--- config.mk ---
export PLATFORM = sky130hd
export DESIGN_NAME = switch_in
export DESIGN_NICKNAME = d
export VERILOG_FILES = /design/src/rtl/io_defs.sv /design/src/rtl/btn_debounce.sv /design/src/rtl/switch_in.sv
export SDC_FILE = /design/constraint.sdc
export NUM_CORES = 1
export LEC_CHECK = 0
export CAP_MARGIN = 20
export CORE_MARGIN = 5
export CORE_UTILIZATION = 40
export DETAILED_ROUTE_END_ITERATION = 8
export GPL_ROUTABILITY_DRIVEN = 0
export PLACE_DENSITY_LB_ADDON = 0.15
export RECOVER_POWER = 100
export SYNTH_ARGS = -nofsm -noshare
export SYNTH_HDL_FRONTEND = slang
export SYNTH_SLANG_ARGS = --single-unit
export TNS_END_PERCENT = 1
--- constraint.sdc ---
create_clock -name clock -period 1.66 [get_ports clock]
set_input_delay 0.166 -clock clock [delete_from_list [all_inputs] [get_ports clock]]
set_output_delay 0.166 -clock clock [all_outputs]
set_load 0.02 [all_outputs]
--- src/rtl/io_defs.sv ---
// Shared IO definitions for the memory-mapped board peripherals.
// Holds the register addresses and the button debounce state encoding.
package io_defs;

    localparam int IO_WIDTH = 16;

    localparam logic [1:0] SW_ADDR_DATA   = 2'b00;
    localparam logic [1:0] SW_ADDR_STATUS = 2'b10;

    typedef enum logic [1:0] {
        IDLE       = 2'd0,
        DB_PRESS   = 2'd1,
        HELD       = 2'd2,
        DB_RELEASE = 2'd3
    } db_state_t;

endpackage

--- src/rtl/btn_debounce.sv ---
// Synchronizes and debounces the confirm button.
// Emits a single-cycle registered press pulse per accepted press.
module btn_debounce
    import io_defs::*;
#(
    parameter int DEBOUNCE_CYCLES = 200000,
    parameter int CNT_WIDTH       = 18
) (
    input  logic      clock,
    input  logic      reset,
    input  logic      button,
    output logic      btn_s,
    output logic      press,
    output db_state_t state
);

    localparam logic [CNT_WIDTH-1:0] CNT_PRE = CNT_WIDTH'(DEBOUNCE_CYCLES - 2);

    logic                 btn_meta;
    logic [1:0]           fill;
    logic                 armed;
    logic [CNT_WIDTH-1:0] cnt;

    // A button still held across reset must be released before it can count
    // as a press: arming waits for the synchronizer to flush and show a 0.
    always_ff @(posedge clock) begin
        if (reset) begin
            btn_meta <= 1'b0;
            btn_s    <= 1'b0;
            fill     <= 2'b00;
            armed    <= 1'b0;
            state    <= IDLE;
            cnt      <= '0;
            press    <= 1'b0;
        end else begin
            btn_meta <= button;
            btn_s    <= btn_meta;
            fill     <= {fill[0], 1'b1};
            press    <= 1'b0;
            if (fill[1] && !btn_s) begin
                armed <= 1'b1;
            end
            case (state)
                IDLE: begin
                    if (btn_s && armed) begin
                        state <= DB_PRESS;
                        cnt   <= '0;
                    end
                end
                DB_PRESS: begin
                    if (!btn_s) begin
                        state <= IDLE;
                    end else begin
                        cnt <= cnt + 1'b1;
                        if (cnt == CNT_PRE) begin
                            state <= HELD;
                            press <= 1'b1;
                        end
                    end
                end
                HELD: begin
                    if (!btn_s) begin
                        state <= DB_RELEASE;
                        cnt   <= '0;
                    end
                end
                DB_RELEASE: begin
                    if (btn_s) begin
                        state <= HELD;
                    end else begin
                        cnt <= cnt + 1'b1;
                        if (cnt == CNT_PRE) begin
                            state <= IDLE;
                        end
                    end
                end
                default: state <= IDLE;
            endcase
        end
    end

endmodule

--- src/rtl/switch_in.sv ---
// Press-qualified switch input port: latches a switch snapshot on each
// debounced button press and serves DATA/STATUS reads to MemOrIO.
module switch_in
    import io_defs::*;
#(
    parameter int DATA_WIDTH      = IO_WIDTH,
    parameter int DEBOUNCE_CYCLES = 200000,
    parameter int CNT_WIDTH       = 18
) (
    input  logic                  clock,
    input  logic                  reset,
    input  logic [DATA_WIDTH-1:0] switches,
    input  logic                  confirm_button,
    input  logic                  ior,
    input  logic                  switchctrl,
    input  logic [1:0]            swaddr,
    output logic [DATA_WIDTH-1:0] ioread_data,
    output logic                  data_valid,
    output logic                  overrun,
    output logic [1:0]            debug_state
);

    logic [DATA_WIDTH-1:0] sw_meta;
    logic [DATA_WIDTH-1:0] sw_s;
    logic [DATA_WIDTH-1:0] data_reg;
    logic                  btn_s;
    logic                  press;
    db_state_t             db_state;
    logic                  data_read;
    logic                  status_read;

    btn_debounce #(
        .DEBOUNCE_CYCLES(DEBOUNCE_CYCLES),
        .CNT_WIDTH      (CNT_WIDTH)
    ) u_db (
        .clock (clock),
        .reset (reset),
        .button(confirm_button),
        .btn_s (btn_s),
        .press (press),
        .state (db_state)
    );

    assign debug_state = db_state;
    assign data_read   = ior && switchctrl && (swaddr == SW_ADDR_DATA);
    assign status_read = ior && switchctrl && (swaddr == SW_ADDR_STATUS);

    always_ff @(posedge clock) begin
        if (reset) begin
            sw_meta    <= '0;
            sw_s       <= '0;
            data_reg   <= '0;
            data_valid <= 1'b0;
            overrun    <= 1'b0;
        end else begin
            sw_meta <= switches;
            sw_s    <= sw_meta;
            // A new press beats a same-cycle read clear of either flag.
            if (press) begin
                data_reg   <= sw_s;
                data_valid <= 1'b1;
            end else if (data_read) begin
                data_valid <= 1'b0;
            end
            if (press && data_valid && !data_read) begin
                overrun <= 1'b1;
            end else if (status_read) begin
                overrun <= 1'b0;
            end
        end
    end

    always_comb begin
        ioread_data = '0;
        if (data_read) begin
            ioread_data = data_reg;
        end else if (status_read) begin
            ioread_data = {{(DATA_WIDTH-2){1'b0}}, overrun, data_valid};
        end
    end

endmodule

==> metrics <==
met1 Usage GRT roughly 15%; Die ar. slightly below 0.009 mm2; failing checks negative setup slack; Post-route DRC 0; Starting Density between 40% and 50%; unique cell type count in the Yosys netlist 33; crit path launch type flip-flop; GR Layer Usage met2 between 20% and 30%; slowest CP cell or4_4; Hold Vio Cnt, Final 0; Post-CTS Setup Inserts 0; most used flip-flop cell after synthesis dfxtp_1; clock buffer depth 2; share of layout cells above drive strength 1 between 10% and 20%; clock tree from TritonCTS built; Buffers & Inverters on Critical Path 0; Seq pwr share between 50% and 60%; HPWL after detailed placement roughly 3700 um; Clock Pin Slew Worst Setup and Hold Paths about 0.080 ns; status finished with violations; max-cap check violation count 0; static leakage 0.00133 uW; CP Cell Sequence nand2_1 -> or4_4 -> or4_1 -> a21oi_1; via count ~2200; Arr. time, crit path 1.96 ns; total grt overflow 0; Sw Ratio between 20% and 30%; Hold WS 0.179 ns; final wirelength roughly 5300 um; synthesized netlist cell count just under 300; Biggest register u_db.cnt; layout net count ~380; Setup CP Type reg -> reg; Clk network pwr share a little under two fifths; drt initial violations 119; slack of the critical path -0.0349 ns; Core Area just under 0.007 mm2; DR WL/cell between 10 and 15 um; post-layout min period 1.69 ns; Post-DP Area around 0.0035 mm2; Req. time, crit path ~1.9 ns; Worst Setup End Kind flip-flop; slew margin rel. roughly three fifths; worst hold path class in -> reg; worst skew pair latency 0.34 ns; # rows 30; vias in the first global route between 2000 and 2500; Die W approximately 94 um; VDD IR-drop max 0.680 mV; RSZ-0062 raised after global routing yes; Setup-failing EPs final 3; number of synthesized flops with an enable pin 0; Max Slew Vio Count 0; GR peak layer met2; Synth Net Count roughly 320; design area 0.00372 mm2; initial antenna violation count 0; Mean Syn Cell Area ~9.7 um2; area of the mapped netlist approximately 0.0028 mm2; diode count 0; flops & latches, synth 76; family with the most delay on the worst path simple AND/OR/NAND/NOR gates; First-pass DRT Iterations 4; met3 global-route usage between 4 and 5%; PortBufs 42; Internal between 2000 and 2500 uW; io pins 43; area delta synth->final 31.1%; critical-path maximum fanout 7; Via density around 4.7; Max stage delay on crit path 0.60 ns; post-route ant nets 0; Clock Skew between 0.007 and 0.008 ns; first-pass GRT wire length between 9000 and 10000 um; Synth warnings 0; max reg flops 18; Post-CTS Hold Buffers 0; largest net degree at the start of global routing 45; P per Cell Area roughly 860 mW/mm2; Clock Sinks 76; clock root cell clkbuf_8; worst-margin pin slew just over 0.6 ns; sequential share of the synthesized area between 50 and 60%; combinational power share 4.3%; H-tree levels 3; final period utilization 102%; Die Span Y ~94 um; CTS Buf Count 9; gr usage total about an eighth; Peak Freq between 500 and 600 MHz; Net Sw Power a little over 700 uW; ys async rst share 0%
==> power groups by stage <==
| stage | logic, uW | registers, uW | clock network, uW |
|---|---|---|---|
| after global routing | 151 | 1880 | 1310 |
| after detailed placement | 143 | 1920 | 0 |
| after floorplan | 69.6 | 1910 | 0 |
| after global placement | 141 | 1910 | 0 |
| final | 137 | 1870 | 1200 |
| after CTS | 143 | 1870 | 1250 |
==> area by class of cell <==
class,count,area [um2]
Clock buffer,11,131
Clock inverter,5,37.5
Fill cell,659,3110
Inverter,8,30.0
Multi-Input combinational cell,191,1260
Sequential cell,76,1530
Tap cell,96,120
Timing Repair Buffer,72,608
==> cell families (layout without fill, tap and decap cells) <==
logic type	count (synthesis)	in the layout	synth area share (%)
AOI/OAI and AO/OA	35	35	7.23
xor gates and xnor gates	1	1	0.309
adders and majority gates	2	2	0.882
buffers and inverters	26	96	3.57
DFF	76	76	53.6
muxes	23	23	8.16
and+or+nand+nor	130	130	26.2
==> final timing paths <==
check | start | to | slack [ns] | cells after the start
worst max register to register | u_db.cnt[0] | u_db.cnt[11] | -0.03 | 4
worst min register to register | sw_meta[6] | sw_s[6] | 0.43 | 1
worst max-delay path | u_db.cnt[0] | u_db.cnt[11] | -0.03 | 4
worst min-delay path | reset | u_db.press | 0.18 | 2
==> worst register-to-register path, delay by kind of cell, from the launching register on <==
family | cells | cell delay [ns]
AND/OR/NAND/NOR | 3 | 1.14
AO/OA/AOI/OAI | 1 | 0.12
flip-flops | 1 | 0.36
==> metal layers <==
metal / part of all wire, % / wire length, um / up-vias
met5: 0 / 0 / -
met4: 1.3 / 69 / 0
met3: 4.5 / 239 / 7
met2: 46 / 2460 / 38
met1: 48 / 2560 / 980
li1: - / - / 1129
==> cells in the mapped netlist (2+ instances only) <==
library cell | count | area share (%)
nor2_1 | 24 | 3.2
nand3b_1 | 2 | 0.53
buf_1 | 2 | 0.26
clkbuf_1 | 13 | 1.7
ha_1 | 2 | 0.88
or3_1 | 4 | 0.88
and2_1 | 14 | 3.1
o21ai_0 | 4 | 0.71
nand2_1 | 13 | 1.7
nand3_1 | 8 | 1.4
nor3_1 | 2 | 0.35
nor4b_1 | 4 | 1.2
a21oi_1 | 18 | 3.2
o31ai_1 | 11 | 2.9
nand2b_1 | 3 | 0.66
dfxtp_1 | 76 | 54
nor2b_1 | 35 | 7.7
inv_1 | 8 | 1.1
buf_2 | 3 | 0.53
nand4_1 | 2 | 0.44
or4_1 | 12 | 3.2
mux2i_1 | 22 | 7.8
==> cell usage in the layout, fill, tap and decap left out, types with 3 or more instances in the layout <==
cell type / netlist / routed
or4_1: 12 / 10
and2_1: 14 / 13
nand2b_1: 3 / 3
clkdlybuf4s15_2: 0 / 8
clkbuf_1: 13 / 8
nor2b_1: 35 / 35
inv_1: 8 / 8
clkinvlp_4: 0 / 3
clkbuf_8: 0 / 9
nand2_1: 13 / 13
nor4b_2: 0 / 3
or3_1: 4 / 3
buf_4: 0 / 22
clkbuf_2: 0 / 3
dfxtp_2: 0 / 7
clkdlybuf4s15_1: 0 / 4
nand3_1: 8 / 7
o31ai_1: 11 / 11
nor2_1: 24 / 24
mux2i_1: 22 / 22
clkdlybuf4s50_1: 0 / 23
dfxtp_1: 76 / 68
a21oi_1: 18 / 17
o21ai_0: 4 / 4
==> stage by stage <==
stage	util (%)	total power (uW)	cells	setup TNS, ns	worst slack (ns)
2_1_floorplan	-	1980	293	-0.0165	-0.0141
3_3_place_gp	51.9	2060	443	-4.83	-0.321
3_5_place_dp	51.9	2060	443	-4.91	-0.332
4_1_cts	54.7	3260	459	-0.0356	-0.0351
5_1_grt	54.5	3340	459	-1.56	-0.0923
6_report	54.5	3210	459	-0.0510	-0.0349
==> timing repair <==
action | 4_1_cts | 5_1_grt
pin swaps | 0 | 3
resized for setup | 41 | 13
setup endpoints to repair | 25 | 29
Note: power is estimated with default switching activity, not from simulation.
==> patch 1: new RTL, config.mk and constraints unchanged <==
`CNT_WIDTH` is set to 18 in 2 places; all go to 16.
--- a/src/rtl/btn_debounce.sv
+++ b/src/rtl/btn_debounce.sv
@@ -4,7 +4,7 @@
     import io_defs::*;
 #(
     parameter int DEBOUNCE_CYCLES = 200000,
-    parameter int CNT_WIDTH       = 18
+    parameter int CNT_WIDTH       = 16
 ) (
     input  logic      clock,
     input  logic      reset,
--- a/src/rtl/switch_in.sv
+++ b/src/rtl/switch_in.sv
@@ -5,7 +5,7 @@
 #(
     parameter int DATA_WIDTH      = IO_WIDTH,
     parameter int DEBOUNCE_CYCLES = 200000,
-    parameter int CNT_WIDTH       = 18
+    parameter int CNT_WIDTH       = 16
 ) (
     input  logic                  clock,
     input  logic                  reset,
Behaviour: no difference found for any inputs over 10 cycles, from zero or initial values and one cycle with reset high; that may be too few to reach the edited logic, so the function may still have changed.
==> patch 1 against the original RTL <==
- clock power is 28% higher
- worst setup slack better by 0.11 ns
- synthesized area is 3.4% lower
- global-route usage is 0.34 points higher
- cell area is 5.9% lower
- maximum frequency is 6.9% higher
- critical path depth is 2 lower
- wire length is 0.15% higher
- via count is 3.5% lower
- power is 8.9% higher
- die area is 3.0% lower
- sequential cell count is 2 lower
- critical path type is now reg2out
- largest power group unchanged
==> patch 1: results (changes against the original RTL) <==
result of the run=finished, final reports clean; number of DRC markers after the initial detailed-route iteration=88 (-26%); global-route wire length before repair=8830 µm (-2.3%); Synth async-reset ratio=0% (unchanged); largest fanout on the critical path=6 (-1); share of layout cells above drive strength 1=13.9% (-5.1 points); fillcell total=629 (-4.6%); Netlist cell types=38 (+15%); net count of the mapped netlist=301 (-5.3%); arrival time worst endpoint=1.42 ns (-0.54 ns); Clock Tree Buf Depth=2 (unchanged); total met3 wirelength after detailed routing=298 µm (+25%); net count of the finished layout=359 (-6.3%); total routed wire length on the met1 layer=2460 µm (-3.8%); clk slew on worst S/H paths=around 0.07 ns; worst setup slack after placement=-0.275 ns (+0.0572 ns); DPL Wire Length=3370 µm (-8.3%); Maximum Capacitance Violations=0 (unchanged); transition time of the tightest slew-check pin=0.583 ns (-0.0286 ns); most frequently used flop master after synthesis=sky130_fd_sc_hd__dfxtp_1; GR Util All Layers=13.1% (+0.34 points); biggest area contributors in the synthesized netlist=sky130_fd_sc_hd__dfxtp_1 54%, sky130_fd_sc_hd__nor2b_1 8.0%, sky130_fd_sc_hd__mux2i_1 7.3%, sky130_fd_sc_hd__and2_1 3.2%, sky130_fd_sc_hd__nor2_1 3.1%; antenna violations before repair=0 (unchanged); H-tree depth reported by CTS=3 (unchanged); number of port buffers=42 (unchanged); vias in the first global route=1875 (-10%); number of buffers created by CTS=9 (unchanged); largest net degree at the start of global routing=61 (+36%); worst clock skew=0.00813 ns (+0.000714 ns); clock network latency to the later pin of the worst-skew pair=0.34 ns (about the same); mean number of vias per cell=4.96 (+5.7%); worst ir drop on vdd=0.435 mV (-36%); standby leakage power=1.27 nW (-4.8%); yosys warns=0 (unchanged); antenna diode count=0 (unchanged); wire per inst=12.7 µm (+9.7%); library cell used as clock root buffer=sky130_fd_sc_hd__clkbuf_8; worst hold-check path type=in2reg; detailed-routing iteration count for the pre-antenna-repair pass=4 (unchanged); Seq/Total Area, Yosys=54.0% (+0.40 points); commonest cells in the synthesized netlist=74 x sky130_fd_sc_hd__dfxtp_1, 35 x sky130_fd_sc_hd__nor2b_1, 23 x sky130_fd_sc_hd__nor2_1; highest metal layer with signal wires=met4; met2 layer wire length in the routed design=2500 µm (+1.3%); Post-DP Area=3340 µm² (-5.6%)
patch 1: cell types whose count changed in the layout (fill, tap and decap cells not counted), moves of 6 or more:
cell and change:
sky130_fd_sc_hd__clkdlybuf4s15_2 -8, sky130_fd_sc_hd__buf_4 -9, sky130_fd_sc_hd__clkbuf_1 +8, sky130_fd_sc_hd__dlygate4sd3_1 +16
sky130_fd_sc_hd__nand2_1 -6, sky130_fd_sc_hd__clkdlybuf4s50_1 -16
patch 1: worst max-delay path, cell delays in order, from the launching register on:
cell	delay, ns
sky130_fd_sc_hd__dfxtp_2	0.34
sky130_fd_sc_hd__buf_4	0.14
sky130_fd_sc_hd__clkdlybuf4s50_1	0.60
patch 1: layout make-up:
| cell class | count | area share (%) |
|---|---|---|
| multi-input combinational | 181 | 34.0 |
| sequential | 74 | 42.7 |
| clock inverter | 6 | 2.57 |
| timing repair buffer | 61 | 13.2 |
| tap | 80 | 2.86 |
| inverter | 7 | 0.750 |
| clock buffer | 10 | 3.93 |
patch 1: metal layers:
layer  GRT usage, %  vias to the layer above
li1               -                     1068
met1           16.1                      964
met2           20.2                       39
met3           6.09                        7
met4           4.76                        0
met5              0                        -
patch 1: power breakdown:
| part | switching (mW) | internal [mW] |
|---|---|---|
| Combinational | 0.0574 | 0.0759 |
| Clock | 0.650 | 0.889 |
| Sequential | 0.0110 | 1.81 |
patch 1: what timing repair did:
action	in CTS	in global routing
pin swaps	0	1
cloned	0	1
resized for setup	19	35
endpoints found under the setup margin	24	27
setup buffers	0	1
patch 1: through the flow:
stage / cells / hold slack, ns / utilization [%]
after detailed placement: 401 / 0.423 / 49.8
after CTS: 417 / 0.251 / 52.9
after floorplan: 276 / 0.294 / -
after global routing: 419 / 0.263 / 52.1
final: 419 / 0.262 / 52.1
after global placement: 401 / 0.417 / 49.8
patch 1: cells by family (layout without fill, tap and decap cells):
kind of cell	count (synthesis)	count (layout)	share of synthesized area, %
flops	74	74	54.0
buf+inv	22	84	3.42
xor+xnor	1	1	0.319
fa+ha+maj	2	2	0.912
compound gates	35	35	7.66
simple gates	121	121	26.0
mux	21	22	7.71
patch 1: path summary, 6_finish.rpt:
kind,slack [ns],cells after the start,from,to
worst max-delay path,0.07,2,u_db.state[0]$_SDFFE_PP0P_,debug_state[0]
worst min-delay path,0.26,3,reset,u_db.fill[0]$_DFF_P_
worst max register to register,0.10,4,u_db.cnt[9]$_SDFFE_PP0P_,u_db.cnt[14]$_SDFFE_PP0P_
worst min register to register,0.43,1,sw_meta[2]$_SDFF_PP0_,sw_s[2]$_SDFF_PP0_
==> patch 2: new RTL, same flow settings <==
Without the edit above. Register the inputs `switches`, `confirm_button`, `ior`, `switchctrl` and `swaddr` before use. The logic sees them one clock later.
--- a/src/rtl/switch_in.sv
+++ b/src/rtl/switch_in.sv
@@ -20,6 +20,20 @@
     output logic [1:0]            debug_state
 );
 
+    logic [DATA_WIDTH-1:0] switches_q;
+    logic confirm_button_q;
+    logic ior_q;
+    logic switchctrl_q;
+    logic [1:0] swaddr_q;
+
+    always_ff @(posedge clock) begin
+        switches_q       <= switches;
+        confirm_button_q <= confirm_button;
+        ior_q            <= ior;
+        switchctrl_q     <= switchctrl;
+        swaddr_q         <= swaddr;
+    end
+
     logic [DATA_WIDTH-1:0] sw_meta;
     logic [DATA_WIDTH-1:0] sw_s;
     logic [DATA_WIDTH-1:0] data_reg;
@@ -35,15 +49,15 @@
     ) u_db (
         .clock (clock),
         .reset (reset),
-        .button(confirm_button),
+        .button(confirm_button_q),
         .btn_s (btn_s),
         .press (press),
         .state (db_state)
     );
 
     assign debug_state = db_state;
-    assign data_read   = ior && switchctrl && (swaddr == SW_ADDR_DATA);
-    assign status_read = ior && switchctrl && (swaddr == SW_ADDR_STATUS);
+    assign data_read   = ior_q && switchctrl_q && (swaddr_q == SW_ADDR_DATA);
+    assign status_read = ior_q && switchctrl_q && (swaddr_q == SW_ADDR_STATUS);
 
     always_ff @(posedge clock) begin
         if (reset) begin
@@ -53,7 +67,7 @@
             data_valid <= 1'b0;
             overrun    <= 1'b0;
         end else begin
-            sw_meta <= switches;
+            sw_meta <= switches_q;
             sw_s    <= sw_meta;
             // A new press beats a same-cycle read clear of either flag.
             if (press) begin
Check against the original RTL: not equivalent (Yosys sat finds a counterexample within 10 cycles, from zero or initial values and one cycle with reset high).
==> patch 2 against the original RTL <==
- cell area increased by 11%
- power rose by 22%
- critical path depth is 1 higher
- synthesized area rose by 16%
- sequential power rose by 29%
- clock skew increased by 0.0060 ns
- wire length is 10% higher
- synthesized cell count rose by 8.5%
- sequential cell count is 21 higher
- maximum frequency grew 5.8%
- worst setup slack improved by 0.094 ns
- utilization fell by 3.8 points
- critical path type unchanged
==> patch 2: results (changes against the original RTL) <==
number of DRC markers after the initial detailed-route iteration=64 (-46%); net count of the mapped netlist=343 (+7.9%); result of the run=finished, final reports clean; mean number of vias per cell=4.74 (+1.1%); vias in the first global route=2201 (+5.5%); clock network latency to the later pin of the worst-skew pair=0.36 ns (+0.02 ns); worst ir drop on vdd=0.641 mV (-5.7%); global-route wire length before repair=10200 µm (+13%); net count of the finished layout=401 (+4.7%); Syn Area/Cell=10.4 µm² (+7.3%); share of layout cells above drive strength 1=19.7% (+0.68 points); total routed wire length on the met1 layer=2790 µm (+9.0%); DPL Wire Length=3960 µm (+7.8%); transition time of the tightest slew-check pin=1.10 ns (+0.491 ns); Seq/Total Area, Yosys=58.8% (+5.2 points); wire per inst=12.1 µm (+4.0%); arrival time worst endpoint=1.89 ns (-0.07 ns); GR Util All Layers=12.8% (+0.043 points); clk slew on worst S/H paths=0.10 ns (+0.02 ns); Netlist cell types=34 (+3.0%); power density normalized to cell area=954 nW/µm² (+10%); standby leakage power=1.52 nW (+15%); met2 layer wire length in the routed design=2710 µm (+9.9%); fillcell total=760 (+15%); commonest cells in the synthesized netlist=97 x sky130_fd_sc_hd__dfxtp_1, 35 x sky130_fd_sc_hd__nor2b_1, 26 x sky130_fd_sc_hd__mux2i_1; largest net degree at the start of global routing=59 (+31%); total met3 wirelength after detailed routing=261 µm (+9.2%)
-- patch 2: changes by cell type after synthesis, moves of 4 or more --
| cell | delta |
|---|---|
| sky130_fd_sc_hd__a21oi_1 | -5 |
| sky130_fd_sc_hd__clkbuf_1 | -6 |
| sky130_fd_sc_hd__dfxtp_1 | +21 |
| sky130_fd_sc_hd__mux2i_1 | +4 |
| sky130_fd_sc_hd__nand2_1 | +8 |
| sky130_fd_sc_hd__nand2b_1 | +5 |
| sky130_fd_sc_hd__nand4_1 | +4 |
| sky130_fd_sc_hd__nor4b_1 | -4 |
| sky130_fd_sc_hd__o31ai_1 | -5 |
| sky130_fd_sc_hd__or4_1 | -5 |
-- patch 2: report_power, final --
part / total [mW] / internal, mW / switching [mW]
Sequential: 2.41 / 2.39 / 0.0152
Clock: 1.38 / 0.564 / 0.819
Combinational: 0.138 / 0.0754 / 0.0624
-- patch 2: cells by family after synthesis --
kind of cell	after synthesis	share of synthesized area, %
simple gates	145	24.8
flops	97	58.8
buf+inv	22	3.18
fa+ha+maj	2	0.757
mux	26	7.88
compound gates	26	4.55
-- patch 2: critical path, cell delays in order, from the launching register on --
cell                       delay [ns]
sky130_fd_sc_hd__dfxtp_1         0.33
sky130_fd_sc_hd__nand2b_1        0.15
sky130_fd_sc_hd__o21a_1          0.17
sky130_fd_sc_hd__buf_4           0.20
sky130_fd_sc_hd__or4_1           0.55
sky130_fd_sc_hd__a21oi_2         0.13
-- patch 2: layout make-up --
class	count	share of cell area, %
clock buffers	10	3.10
clock inverters	6	1.18
inverters	6	0.546
multi-input cells	199	31.8
flip-flops and latches	97	47.2
well taps	105	3.19
repair buffers	63	13.0
-- patch 2: metrics by stage --
step                      setup slack [ns]  power [mW]
final                               0.0588        3.93
after global routing               -0.0511        4.12
after detailed placement          -0.00681        2.62
after floorplan                     0.0739        2.53
after CTS                          -0.0622        4.02
after global placement              0.0232        2.62
-- patch 2: path summary, 6_finish.rpt --
kind	to	slack (ns)	cells after the start
worst max register to register	u_db.cnt[15]$_SDFFE_PP0P_	0.06	5
worst min register to register	u_db.btn_s$_SDFF_PP0_	0.43	1
worst max-delay path	u_db.cnt[15]$_SDFFE_PP0P_	0.06	5
worst min-delay path	u_db.state[0]$_SDFFE_PP0P_	0.13	2
-- patch 2: repair_timing --
action | 4_1_cts | 5_1_grt
setup endpoints to repair | 17 | 28
hold endpoints to repair | 0 | 0
pin swaps | 0 | 8
resized for setup | 58 | 45
-- patch 2: routing by layer --
metal	global-route usage [%]	vias to the layer above
met5	0	-
met3	4.36	10
met1	16.0	1079
met2	19.8	30
met4	6.01	0
li1	-	1186
